--- config.mk ---
export PLATFORM = sky130hd
export DESIGN_NAME = dff_bist_driver
export DESIGN_NICKNAME = d
export VERILOG_FILES = /design/src/rtl/dff_bist_pkg.sv /design/src/rtl/dff_bist_lfsr.sv /design/src/rtl/dff_bist_driver.sv
export SDC_FILE = /design/constraint.sdc
export NUM_CORES = 1
export LEC_CHECK = 0
export BUFFER_PORTS_ARGS = -buffer_cell sky130_fd_sc_hd__buf_4
export CAP_MARGIN = 20
export CORE_MARGIN = 2
export CORE_UTILIZATION = 50
export CTS_CLUSTER_DIAMETER = 200
export CTS_CLUSTER_SIZE = 12
export DETAILED_ROUTE_END_ITERATION = 8
export PLACE_DENSITY = 0.69
export SLEW_MARGIN = 10
export SYNTH_ARGS = -nofsm -noshare
export SYNTH_HDL_FRONTEND = slang
export SYNTH_SLANG_ARGS = --single-unit
--- constraint.sdc ---
create_clock -name clk -period 2.2 [get_ports clk]
set_input_delay 0.11 -clock clk [delete_from_list [all_inputs] [get_ports clk]]
set_output_delay 0.11 -clock clk [all_outputs]
set_load 0.005 [all_outputs]
--- src/rtl/dff_bist_pkg.sv ---
// Shared types and constants for the DFF BIST driver.
//   state_e      : driver FSM states
//   LFSR_TAPS    : feedback taps of the 16-bit Fibonacci LFSR (x^16+x^14+x^13+x^11+1),
//                  expressed as bit positions of a register that shifts toward bit 0
//   DEFAULT_SEED : LFSR seed used when none is supplied
//   DRAIN_CYCLES : cycles spent flushing the check pipeline after the last vector
package dff_bist_pkg;

  typedef enum logic [2:0] {
    StIdle,
    StRst,
    StRun,
    StDrain,
    StDone
  } state_e;

  localparam logic [15:0] LFSR_TAPS    = 16'h002D;
  localparam logic [15:0] DEFAULT_SEED = 16'hACE1;
  localparam int unsigned DRAIN_CYCLES = 2;

endpackage

--- src/rtl/dff_bist_lfsr.sv ---
// 16-bit Fibonacci LFSR used as the data-phase pattern source.
//   clk     : clock, posedge
//   reset   : synchronous active-high reset, loads SEED
//   load    : reload SEED (takes priority over advance)
//   advance : shift one step toward bit 0
//   bit0    : current bit 0 of the register
module dff_bist_lfsr
  import dff_bist_pkg::*;
#(
  parameter logic [15:0] SEED = DEFAULT_SEED
) (
  input  logic clk,
  input  logic reset,
  input  logic load,
  input  logic advance,
  output logic bit0
);

  logic [15:0] state_q;

  always_ff @(posedge clk) begin
    if (reset) begin
      state_q <= SEED;
    end else if (load) begin
      state_q <= SEED;
    end else if (advance) begin
      state_q <= {^(state_q & LFSR_TAPS), state_q[15:1]};
    end
  end

  assign bit0 = state_q[0];

endmodule

--- src/rtl/dff_bist_driver.sv ---
// Stimulus-and-response engine for a single D flip-flop under test.
// Runs a reset phase (dut_rst high for RST_CYCLES), then NUM_VECTORS LFSR-driven data vectors,
// then a short drain, and reports done/pass with a saturating mismatch count.
//   clk, reset        : clock and synchronous active-high block reset
//   start             : launch request, level-sampled in idle; must drop before a relaunch
//   dut_rst, dut_d    : registered drive to the DFF under test
//   dut_q, dut_qbar   : DFF outputs
//   busy, done, pass  : status
//   err_count         : saturating count of failed checks
// Build option: define DFF_BIST_QBAR_CHECK_EN to also check dut_qbar in every check;
// otherwise dut_qbar is ignored.
module dff_bist_driver
  import dff_bist_pkg::*;
#(
  parameter int unsigned NUM_VECTORS = 256,
  parameter int unsigned RST_CYCLES  = 2,
  parameter int unsigned ERR_W       = 8,
  parameter logic [15:0] SEED        = DEFAULT_SEED
) (
  input  logic             clk,
  input  logic             reset,
  input  logic             start,
  output logic             dut_rst,
  output logic             dut_d,
  input  logic             dut_q,
  input  logic             dut_qbar,
  output logic             busy,
  output logic             done,
  output logic             pass,
  output logic [ERR_W-1:0] err_count
);

  localparam int unsigned CntMaxA = (NUM_VECTORS > RST_CYCLES) ? NUM_VECTORS : RST_CYCLES;
  localparam int unsigned CntMax  = (CntMaxA > DRAIN_CYCLES) ? CntMaxA : DRAIN_CYCLES;
  localparam int unsigned CntW    = $clog2(CntMax + 1);

  localparam logic [CntW-1:0] RstLast   = CntW'(RST_CYCLES - 1);
  localparam logic [CntW-1:0] NumVec    = CntW'(NUM_VECTORS);
  localparam logic [CntW-1:0] DrainLast = CntW'(DRAIN_CYCLES - 1);

  state_e          state_q;
  logic [CntW-1:0] cnt_q;

  // Drive-cycle flags, registered alongside dut_rst/dut_d, then delayed once more so they line
  // up with the cycle in which the DFF output reflects that drive.
  logic rv_drv_q, dv_drv_q;
  logic rv_q, dv_q;
  logic d_dly;

  logic lfsr_load, lfsr_adv, lfsr_bit;
  logic rst_fail, run_fail;

  assign lfsr_load = (state_q == StIdle) && start;
  // The last reset-phase edge already drives the first vector, so it consumes an LFSR step.
  assign lfsr_adv  = ((state_q == StRst) && (cnt_q == RstLast)) ||
                     ((state_q == StRun) && (cnt_q != NumVec));

  dff_bist_lfsr #(
    .SEED (SEED)
  ) u_lfsr (
    .clk     (clk),
    .reset   (reset),
    .load    (lfsr_load),
    .advance (lfsr_adv),
    .bit0    (lfsr_bit)
  );

  // cnt_q counts reset cycles in StRst, vectors already driven in StRun, drain cycles in StDrain.
  always_ff @(posedge clk) begin
    if (reset) begin
      state_q  <= StIdle;
      cnt_q    <= '0;
      dut_rst  <= 1'b0;
      dut_d    <= 1'b0;
      rv_drv_q <= 1'b0;
      dv_drv_q <= 1'b0;
      busy     <= 1'b0;
      done     <= 1'b0;
    end else begin
      unique case (state_q)
        StIdle: begin
          if (start) begin
            state_q  <= StRst;
            cnt_q    <= '0;
            dut_rst  <= 1'b1;
            dut_d    <= 1'b0;
            rv_drv_q <= 1'b1;
            busy     <= 1'b1;
          end
        end
        StRst: begin
          if (cnt_q == RstLast) begin
            state_q  <= StRun;
            cnt_q    <= CntW'(1);
            dut_rst  <= 1'b0;
            dut_d    <= lfsr_bit;
            rv_drv_q <= 1'b0;
            dv_drv_q <= 1'b1;
          end else begin
            cnt_q <= cnt_q + CntW'(1);
          end
        end
        StRun: begin
          if (cnt_q == NumVec) begin
            state_q  <= StDrain;
            cnt_q    <= '0;
            dut_d    <= 1'b0;
            dv_drv_q <= 1'b0;
          end else begin
            cnt_q <= cnt_q + CntW'(1);
            dut_d <= lfsr_bit;
          end
        end
        StDrain: begin
          if (cnt_q == DrainLast) begin
            state_q <= StDone;
            busy    <= 1'b0;
            done    <= 1'b1;
          end else begin
            cnt_q <= cnt_q + CntW'(1);
          end
        end
        StDone: begin
          // Level-sensitive release: a start still held high never relaunches.
          if (!start) begin
            state_q <= StIdle;
            done    <= 1'b0;
          end
        end
        default: state_q <= StIdle;
      endcase
    end
  end

`ifdef DFF_BIST_QBAR_CHECK_EN
  assign rst_fail = rv_q && ((dut_q != 1'b0) || (dut_qbar != 1'b1));
  assign run_fail = dv_q && ((dut_q != d_dly) || (dut_qbar != ~d_dly));
`else
  logic unused_qbar;
  assign unused_qbar = dut_qbar;
  assign rst_fail    = rv_q && (dut_q != 1'b0);
  assign run_fail    = dv_q && (dut_q != d_dly);
`endif

  always_ff @(posedge clk) begin
    if (reset) begin
      rv_q      <= 1'b0;
      dv_q      <= 1'b0;
      d_dly     <= 1'b0;
      err_count <= '0;
    end else begin
      rv_q  <= rv_drv_q;
      dv_q  <= dv_drv_q;
      d_dly <= dut_d;
      if (lfsr_load) begin
        err_count <= '0;
      end else if ((rst_fail || run_fail) && (err_count != {ERR_W{1'b1}})) begin
        err_count <= err_count + ERR_W'(1);
      end
    end
  end

  assign pass = done && (err_count == '0);

endmodule

==> results of run 1 <==
[state kept, by name, summed over array words and instances (netlist names)]
signal,flops
state_q,3
dut_d,1
d_dly,1
done,1
cnt_q,9
dv_q,1
u_lfsr.state_q,16
rv_q,1
rv_drv_q,1
err_count,8
dv_drv_q,1
busy,1
[synthesized netlist by cell type (5+ instances only)]
library cell	number	area share, %
nand3_1	21	5.1
o21ai_1	11	2.6
nor3_1	13	3.1
a211oi_1	5	1.8
nor2b_1	6	1.8
xnor2_1	8	3.4
inv_1	12	2.2
a31oi_1	5	1.5
ha_1	5	3.0
nand2_1	19	3.4
a21oi_1	17	4.1
nor2_1	29	5.2
buf_2	5	1.2
dfxtp_1	44	42
[power breakdown]
part	switching, mW	internal [mW]	leakage [nW]
clock network	0.291	0.222	0.0479
logic	0.139	0.106	0.417
registers	0.0408	0.836	0.357
[metal layers]
| layer | GRT usage (%) | vias up | wire length (um) |
|---|---|---|---|
| met2 | 28.1 | 32 | 1680 |
| met1 | 25.5 | 793 | 2110 |
| met3 | 4.93 | 8 | 189 |
| met5 | 0 | - | 0 |
| li1 | - | 922 | - |
| met4 | 8.25 | 0 | 71 |
[kinds of logic after synthesis]
group / count (synthesis)
compound gates: 59
xor+xnor: 10
fa+ha+maj: 5
buf+inv: 24
flops: 44
mux: 1
simple gates: 106
[metrics by stage]
step | cells | power, mW | cell area (um2) | utilization (%) | hold WS (ns)
after floorplan | 249 | 1.07 | 2080 | - | 0.297
after global placement | 308 | 1.14 | 2230 | 55.9 | 0.408
after detailed placement | 308 | 1.14 | 2230 | 55.9 | 0.406
after CTS | 316 | 1.64 | 2320 | 58.1 | 0.0869
after global routing | 316 | 1.71 | 2320 | 58.1 | 0.0996
final | 316 | 1.63 | 2320 | 58.1 | 0.0874
[cell type report]
cell class | count | share of cell area (%)
clock inverters | 3 | 0.808
clock buffers | 5 | 2.96
flip-flops and latches | 44 | 37.9
multi-input cells | 181 | 46.3
inverters | 12 | 1.94
well taps | 50 | 2.69
repair buffers | 21 | 7.33
[final timing paths]
kind | depth (start not counted) | slack, ns | end
setup reg to reg | 6 | 0.14 | cnt_q[5]$_SDFFE_PP0P_
setup / recovery | 6 | 0.14 | cnt_q[5]$_SDFFE_PP0P_
hold reg to reg | 2 | 0.44 | dv_q$_SDFF_PP0_
hold / removal | 2 | 0.09 | dv_q$_SDFF_PP0_
==> results.txt, run 1 <==
outcome - finished clean
Area Growth Syn to Fin - 11.7%
via count - 1755
simple logic cell fraction of the synthesized area - 25.8%
post-synthesis mux area share - 0.482%
main combinational cell family by area after synthesis - simple AND/OR/NAND/NOR gates
Final #Nets - 275
Slew @ Worst Pin - 0.671 ns
Final Setup Violations - 0
Critical Setup Path Class - reg -> reg
worst path bufs/invs - 0
hold crit path type - in -> reg
Crit path max-delay family - simple AND/OR/NAND/NOR gates
crit path capture type - flop
Yosys warning total - 0
Max Clock Skew - 0.0157 ns
R2R Path Start - cnt_q[0]$_SDFFE_PP0P_
crit path cell chain - ha_1 > nor4b_2 > nand2_1 > nor3_1 > nor2_1 > a311oi_1
WP data required - 2.41 ns
main flop type after synthesis - dfxtp_1
Wirelength per Cell - 12.8 um
CTS buffer count - 5
Remaining Overflow, GRT - 0
Register Area - 881 um2
Synth cell types - 49
Clock Tree Root - clkbuf_8
pin count of the biggest net entering global routing - 34
Post-CTS Resized - 0
Tmin final - 2.06 ns
Tcrit/Tclk final - 93.8%
Post-Synthesis Cells - 249
maximum root-to-sink buffer count - 2
RSZ-0062 raised after global routing - no
# H-tree levels - 2
share of layout cells above drive strength 1 - 13.2%
Compound-Gate Fraction of Synth Area - 18.2%
antenna violations before repair - 0
Post-synth EDFFs - 0
post-synthesis xor/xnor area fraction - 4.21%
max-slew violation count - 0
TNS Setup - 0 ns
Die Y - 68.5 um
Clk Latency, worst-skew pair - 0.31 ns
Antenna Cells - 0
maximum VDD drop - 290 uV
Reg clk slew, reported paths - 0.08 ns
setup slack after layout - 0.137 ns
Port Buffers - 16
commonest non-fill, non-tap cell in the layout - dfxtp_1
# IOs - 18
syn nets - 259
Max stage delay on crit path - 0.46 ns
Synth Area per Inst - 8.35 um2
Place WS - 0.167 ns
Slew Limit Headroom - 55.1%
PwrDens - 703 mW/mm2
most frequent cells in the layout - 44 x dfxtp_1, 29 x nor2_1, 21 x nand3_1
total track usage - 18.9%
adder and majority cell fraction of the synthesized area - 3.01%
#FFs+latches synth - 44
Die X - 68.5 um
DR pass1 iterations - 4
CP arrival - 2.27 ns
Post-DRT Antenna Nets - 0
hold path startpoint - reset
DRC viols - 0
worst-path fanout max - 7
fill count - 371
ys async rst share - 0%
Seq/Total Area, Yosys - 42.4%
routed vias/inst - 5.55
Fin. Hold Viols - 0
Core Rows - 23
GPL Wtd Cong - 0.798
vias in the first global route - 1449
crit path from - cnt_q[0]$_SDFFE_PP0P_
area of the mapped netlist - 0.00208 mm2
hold buffers post-CTS - 0
LEAKAGE - 0.822 nW
Detail Placement HPWL - 2780 um
die footprint - 0.00469 mm2
WL final - 4050 um
Critical-path top delay cell - dfxtp_1
Multi-input gate area - 0.00108 mm2
clk sink count - 44
initial drt markers - 111
Initial Utilization - 52.0%
fmax - 485 MHz
core footprint - 0.00400 mm2
Post-CTS Setup Inserts - 0
first-pass GRT wire length - 6600 um
Worst setup SP type - flop
CTS tree - done
# Max-Cap Violations - 0
No activity file was read; power rests on OpenSTA's default activity.
==> run 2, diff against run 1 <==
--- a/config.mk
+++ b/config.mk
@@ -8,11 +8,11 @@
 export BUFFER_PORTS_ARGS = -buffer_cell sky130_fd_sc_hd__buf_4
 export CAP_MARGIN = 20
 export CORE_MARGIN = 2
-export CORE_UTILIZATION = 50
+export CORE_UTILIZATION = 58
 export CTS_CLUSTER_DIAMETER = 200
 export CTS_CLUSTER_SIZE = 12
 export DETAILED_ROUTE_END_ITERATION = 8
-export PLACE_DENSITY = 0.69
+export PLACE_DENSITY = 0.78
 export SLEW_MARGIN = 10
 export SYNTH_ARGS = -nofsm -noshare
 export SYNTH_HDL_FRONTEND = slang
==> results.txt, run 2 (same netlist as run 1, synthesis figures left out) <==
# H-tree levels - 2
Detail Placement HPWL - 2830 um
die footprint - 0.00408 mm2
DRC viols - 0
Clk Latency, worst-skew pair - 0.37 ns
M1 GR Usage - 28.6%
Tmin final - 2.09 ns
via count - 1782
hold crit path type - in -> reg
WL final - 4130 um
Die X - 63.9 um
routed vias/inst - 5.73
CTS tree - done
Final #Nets - 274
GRT busiest layer - met2
crit path cell chain - inv_1 > ha_1 > or4bb_1 > o21ai_1 > a2111o_1 > or3_1 > nand3_1
Logic pwr share - 15.3%
# IOs - 18
Wirelength per Cell - 13.3 um
Initial Utilization - 61.3%
clk sink count - 44
GPL Wtd Cong - 0.863
smallest hold slack - 0.0183 ns
vias in the first global route - 1529
placed cell area - 0.00222 mm2
CP arrival - 2.41 ns
Fin. Hold Viols - 0
commonest non-fill, non-tap cell in the layout - dfxtp_1
Sw Share - 27.6%
Clock Tree Root - clkbuf_4
DR pass1 iterations - 4
fill count - 295
met3 Use GR - 4.23%
fmax - 478 MHz
switching pwr - 0.450 mW
maximum VDD drop - 380 uV
most frequent cells in the layout - 44 x dfxtp_1, 29 x nor2_1, 21 x nand3_1
Final Setup Violations - 0
Slew Limit Headroom - 51.1%
PwrDens - 708 mW/mm2
Tcrit/Tclk final - 95.1%
initial drt markers - 231
WP data required - 2.51 ns
worst-path fanout max - 7
# Max-Cap Violations - 0
max-slew violation count - 0
max FFs per register - 16
Max Clock Skew - 0.00684 ns
cell-internal power - 1.18 mW
fin util - 68.1%
Die Y - 63.9 um
Core Rows - 21
Remaining Overflow, GRT - 0
pin count of the biggest net entering global routing - 34
Port Buffers - 16
LEAKAGE - 0.814 nW
Flop pwr share - 53.7%
total track usage - 21.4%
design area - 0.00231 mm2
CTS buffer count - 5
Largest regs - u_lfsr.state_q (16), cnt_q (9), err_count (8)
Reg clk slew, reported paths - 0.13 ns
Post-DRT Antenna Nets - 0
Max stage delay on crit path - 0.53 ns
TNS Setup - 0 ns
outcome - finished clean
core footprint - 0.00339 mm2
total power - 1.63 mW
Critical-path top delay cell - a2111o_1
Area Growth Syn to Fin - 11.0%
antenna violations before repair - 0
worst path bufs/invs - 1
RSZ-0062 raised after global routing - no
crit path capture type - flop
power share of the clock group - 31.0%
Critical Setup Path Class - reg -> reg
M2 GR Usage - 32.9%
maximum root-to-sink buffer count - 2
Worst setup SP type - flop
first-pass GRT wire length - 6890 um
Crit path max-delay family - simple AND/OR/NAND/NOR gates
Largest Register - u_lfsr.state_q
Slew @ Worst Pin - 0.731 ns
Post-CTS Setup Inserts - 0
Antenna Cells - 0
share of layout cells above drive strength 1 - 12.5%
run 2: cell count changes in the layout (fill, tap and decap cells not counted):
cell       before  now
buf_4          20   19
clkbuf_8        5    0
clkinv_4        1    0
nor4b_2         1    0
clkbuf_4        0    5
clkinv_2        2    1
clkbuf_1        0    1
bufinv_16       0    1
nor4b_4         0    1
run 2: power groups by stage:
stage | combinational (mW) | sequential [mW] | clock, mW
final | 0.250 | 0.877 | 0.505
after global routing | 0.279 | 0.884 | 0.539
after CTS | 0.246 | 0.876 | 0.515
after detailed placement | 0.242 | 0.894 | 0
after global placement | 0.239 | 0.893 | 0
after floorplan | 0.195 | 0.877 | 0
run 2: layout make-up:
class / count / area [um2] / share of cell area (%)
multi-input cells: 181 / 1080 / 47.0
repair buffers: 20 / 163 / 7.05
well taps: 46 / 57.6 / 2.49
flip-flops and latches: 44 / 881 / 38.2
clock buffers: 6 / 41.3 / 1.79
inverters: 12 / 45.0 / 1.95
clock inverters: 2 / 35.0 / 1.52
run 2: repair_timing:
| action | CTS | global route |
|---|---|---|
| resized for setup | 0 | 1 |
| hold buffers | 0 | 0 |
| endpoints found under the setup margin | 0 | 18 |
run 2: path summary, 6_finish.rpt:
kind,from,endpoint,slack [ns],cells past startpoint
worst max-delay path,cnt_q[0]$_SDFFE_PP0P_,cnt_q[7]$_SDFFE_PP0P_,0.11,7
worst min-delay path,reset,busy$_SDFFE_PP0P_,0.02,2
worst max register to register,cnt_q[0]$_SDFFE_PP0P_,cnt_q[7]$_SDFFE_PP0P_,0.11,7
worst min register to register,dv_drv_q$_SDFFE_PP0P_,dv_q$_SDFF_PP0_,0.46,2
run 2: per-layer routing:
layer	routed length (um)	share of wire, %
met4	68	1.6
met5	0	0
met2	1880	46
met3	163	3.9
met1	2010	49
run 2: stage by stage:
| stage | setup slack [ns] | std cells |
|---|---|---|
| 5_1_grt | 0.0200 | 311 |
| 3_5_place_dp | 0.183 | 303 |
| 4_1_cts | 0.130 | 311 |
| 3_3_place_gp | 0.192 | 303 |
| 2_1_floorplan | 0.259 | 249 |
| 6_report | 0.109 | 311 |
==> run 3, diff against run 2 <==
--- a/config.mk
+++ b/config.mk
@@ -5,14 +5,15 @@
 export SDC_FILE = /design/constraint.sdc
 export NUM_CORES = 1
 export LEC_CHECK = 0
+export ABC_AREA = 1
 export BUFFER_PORTS_ARGS = -buffer_cell sky130_fd_sc_hd__buf_4
 export CAP_MARGIN = 20
 export CORE_MARGIN = 2
-export CORE_UTILIZATION = 58
+export CORE_UTILIZATION = 59
 export CTS_CLUSTER_DIAMETER = 200
 export CTS_CLUSTER_SIZE = 12
 export DETAILED_ROUTE_END_ITERATION = 8
-export PLACE_DENSITY = 0.78
+export PLACE_DENSITY = 0.79
 export SLEW_MARGIN = 10
 export SYNTH_ARGS = -nofsm -noshare
 export SYNTH_HDL_FRONTEND = slang
==> results.txt, run 3 <==
outcome - finished clean
Reg clk slew, reported paths - 0.09 ns
total power - 2.57 mW
ys async rst share - 0%
Seq/Total Area, Yosys - 39.5%
die footprint - 0.00429 mm2
smallest hold slack - 0.0717 ns
syn nets - 335
Max Clock Skew - 0.0133 ns
first-pass GRT wire length - 7480 um
maximum root-to-sink buffer count - 2
Synth cell types - 31
vias in the first global route - 1717
Post-CTS Resized - 0
Slew @ Worst Pin - 0.505 ns
Post-synth EDFFs - 0
routed vias/inst - 5.16
Port Buffers - 16
top cells by count, synth - 88 x nand2_1, 44 x dfxtp_1, 41 x nor2_1
hold buffers post-CTS - 0
RSZ-0062 raised after global routing - no
Initial Utilization - 60.9%
Critical Setup Path Class - reg -> reg
Max stage delay on crit path - 0.46 ns
Clk Latency, worst-skew pair - 0.30 ns
antenna violations before repair - 0
Remaining Overflow, GRT - 0
Post-Synthesis Cells - 325
Slew Limit Headroom - 66.0%
M2 GR Usage - 35.2%
met3 Use GR - 5.31%
max-slew violation count - 0
Inst Count DP - 382
Synth top area share - 39.5%
share of layout cells above drive strength 1 - 11.7%
Tcrit/Tclk final - 83.0%
worst path bufs/invs - 2
area leader, netlist - dfxtp_1
Final #Nets - 351
#FFs+latches synth - 44
worst-path fanout max - 17
fill count - 338
Die X - 65.5 um
CTS buffer count - 5
Wirelength per Cell - 11.4 um
Clock Tree Root - clkbuf_8
GRT busiest layer - met2
initial drt markers - 131
Worst setup SP type - flop
Core Rows - 22
max FFs per register - 16
R2R depth - 10
Antenna Cells - 0
M1 GR Usage - 30.1%
DR pass1 iterations - 4
via count - 2012
Post-CTS Setup Inserts - 0
Detail Placement HPWL - 3190 um
pin count of the biggest net entering global routing - 18
TNS Setup - 0 ns
clk sink count - 44
CP arrival - 2.02 ns
hold crit path type - in -> reg
instance count on the critical path - 10
Post-DRT Antenna Nets - 0
# H-tree levels - 2
Synth Area per Inst - 6.86 um2
fin util - 67.6%
DRC viols - 0
Fin. Hold Viols - 0
CTS tree - done
# IOs - 18
commonest non-fill, non-tap cell in the layout - nand2_1
GPL Wtd Cong - 0.915
Largest Register - u_lfsr.state_q
crit path capture type - flop
Area Growth Syn to Fin - 10.9%
maximum VDD drop - 626 uV
most common cell in the netlist - nand2_1
area of the mapped netlist - 0.00223 mm2
Largest regs - u_lfsr.state_q (16), cnt_q (9), err_count (8)
Final Setup Violations - 0
LEAKAGE - 1.11 nW
Hold Path Stages - 2
Yosys warning total - 0
most frequent cells in the layout - 88 x nand2_1, 44 x dfxtp_1, 41 x nor2_1
WL final - 4440 um
total track usage - 22.3%
top cells by area, synth - dfxtp_1 39%, nand2_1 15%, nand3_1 7.4%
Critical-path top delay cell - dfxtp_1
core footprint - 0.00366 mm2
Tmin final - 1.83 ns
Cell Count, Final, Fillers Out - 390
PwrDens - 1040 mW/mm2
fmax - 548 MHz
Die Y - 65.5 um
most frequent cell on the critical path - nor2_1
Crit path max-delay family - simple AND/OR/NAND/NOR gates
main flop type after synthesis - dfxtp_1
crit path cell chain - ha_1 > inv_1 > nor2_1 > nand2_1 > nor2_4 > nand2_2 > nand2_4 > inv_4 > nor2_1 > nor2_1
# Max-Cap Violations - 0
WP data required - 2.39 ns
[run 3: cell families (layout without fill, tap and decap cells)]
kind of cell / Yosys count / count (layout) / synth area share [%]
fa+ha+maj: 5 / 5 / 2.80
simple gates: 184 / 184 / 35.9
buf+inv: 48 / 65 / 9.59
flops: 44 / 44 / 39.5
compound gates: 37 / 37 / 9.48
xor+xnor: 7 / 7 / 2.75
[run 3: worst paths after layout]
path / startpoint / end / slack [ns]
setup / recovery: cnt_q[0]$_SDFFE_PP0P_ / u_lfsr.state_q[1]$_SDFFE_PP0P_ / 0.37
hold / removal: reset / dv_q$_SDFF_PP0_ / 0.07
setup reg to reg: cnt_q[0]$_SDFFE_PP0P_ / u_lfsr.state_q[1]$_SDFFE_PP0P_ / 0.37
hold reg to reg: rv_drv_q$_SDFFE_PP0P_ / rv_q$_SDFF_PP0_ / 0.44
[run 3: final cells by class]
cell class,instances,area (um2),area share (%)
Sequential cell,44,881,35.6
Clock inverter,2,38.8,1.57
Timing Repair Buffer,16,120,4.85
Inverter,41,156,6.32
Multi-Input combinational cell,233,1140,45.9
Tap cell,48,60.1,2.43
Clock buffer,6,82.6,3.34
[run 3: report_power, final]
group	internal, mW	switching, mW	leakage [nW]
Combinational	0.287	0.553	0.690
Sequential	0.947	0.129	0.358
Clock	0.371	0.286	0.0614
Total	1.60	0.968	1.11
[run 3: through the flow]
step / setup WS [ns] / area [um2]
2_1_floorplan: 0.714 / 2230
3_3_place_gp: 0.489 / 2350
3_5_place_dp: 0.442 / 2350
4_1_cts: 0.374 / 2470
5_1_grt: 0.201 / 2470
6_report: 0.375 / 2470
[run 3: metal layers]
metal	up-vias	share of wire, %
li1	1064	-
met1	900	50
met2	41	44
met3	7	4.5
met4	0	1.1
met5	-	0
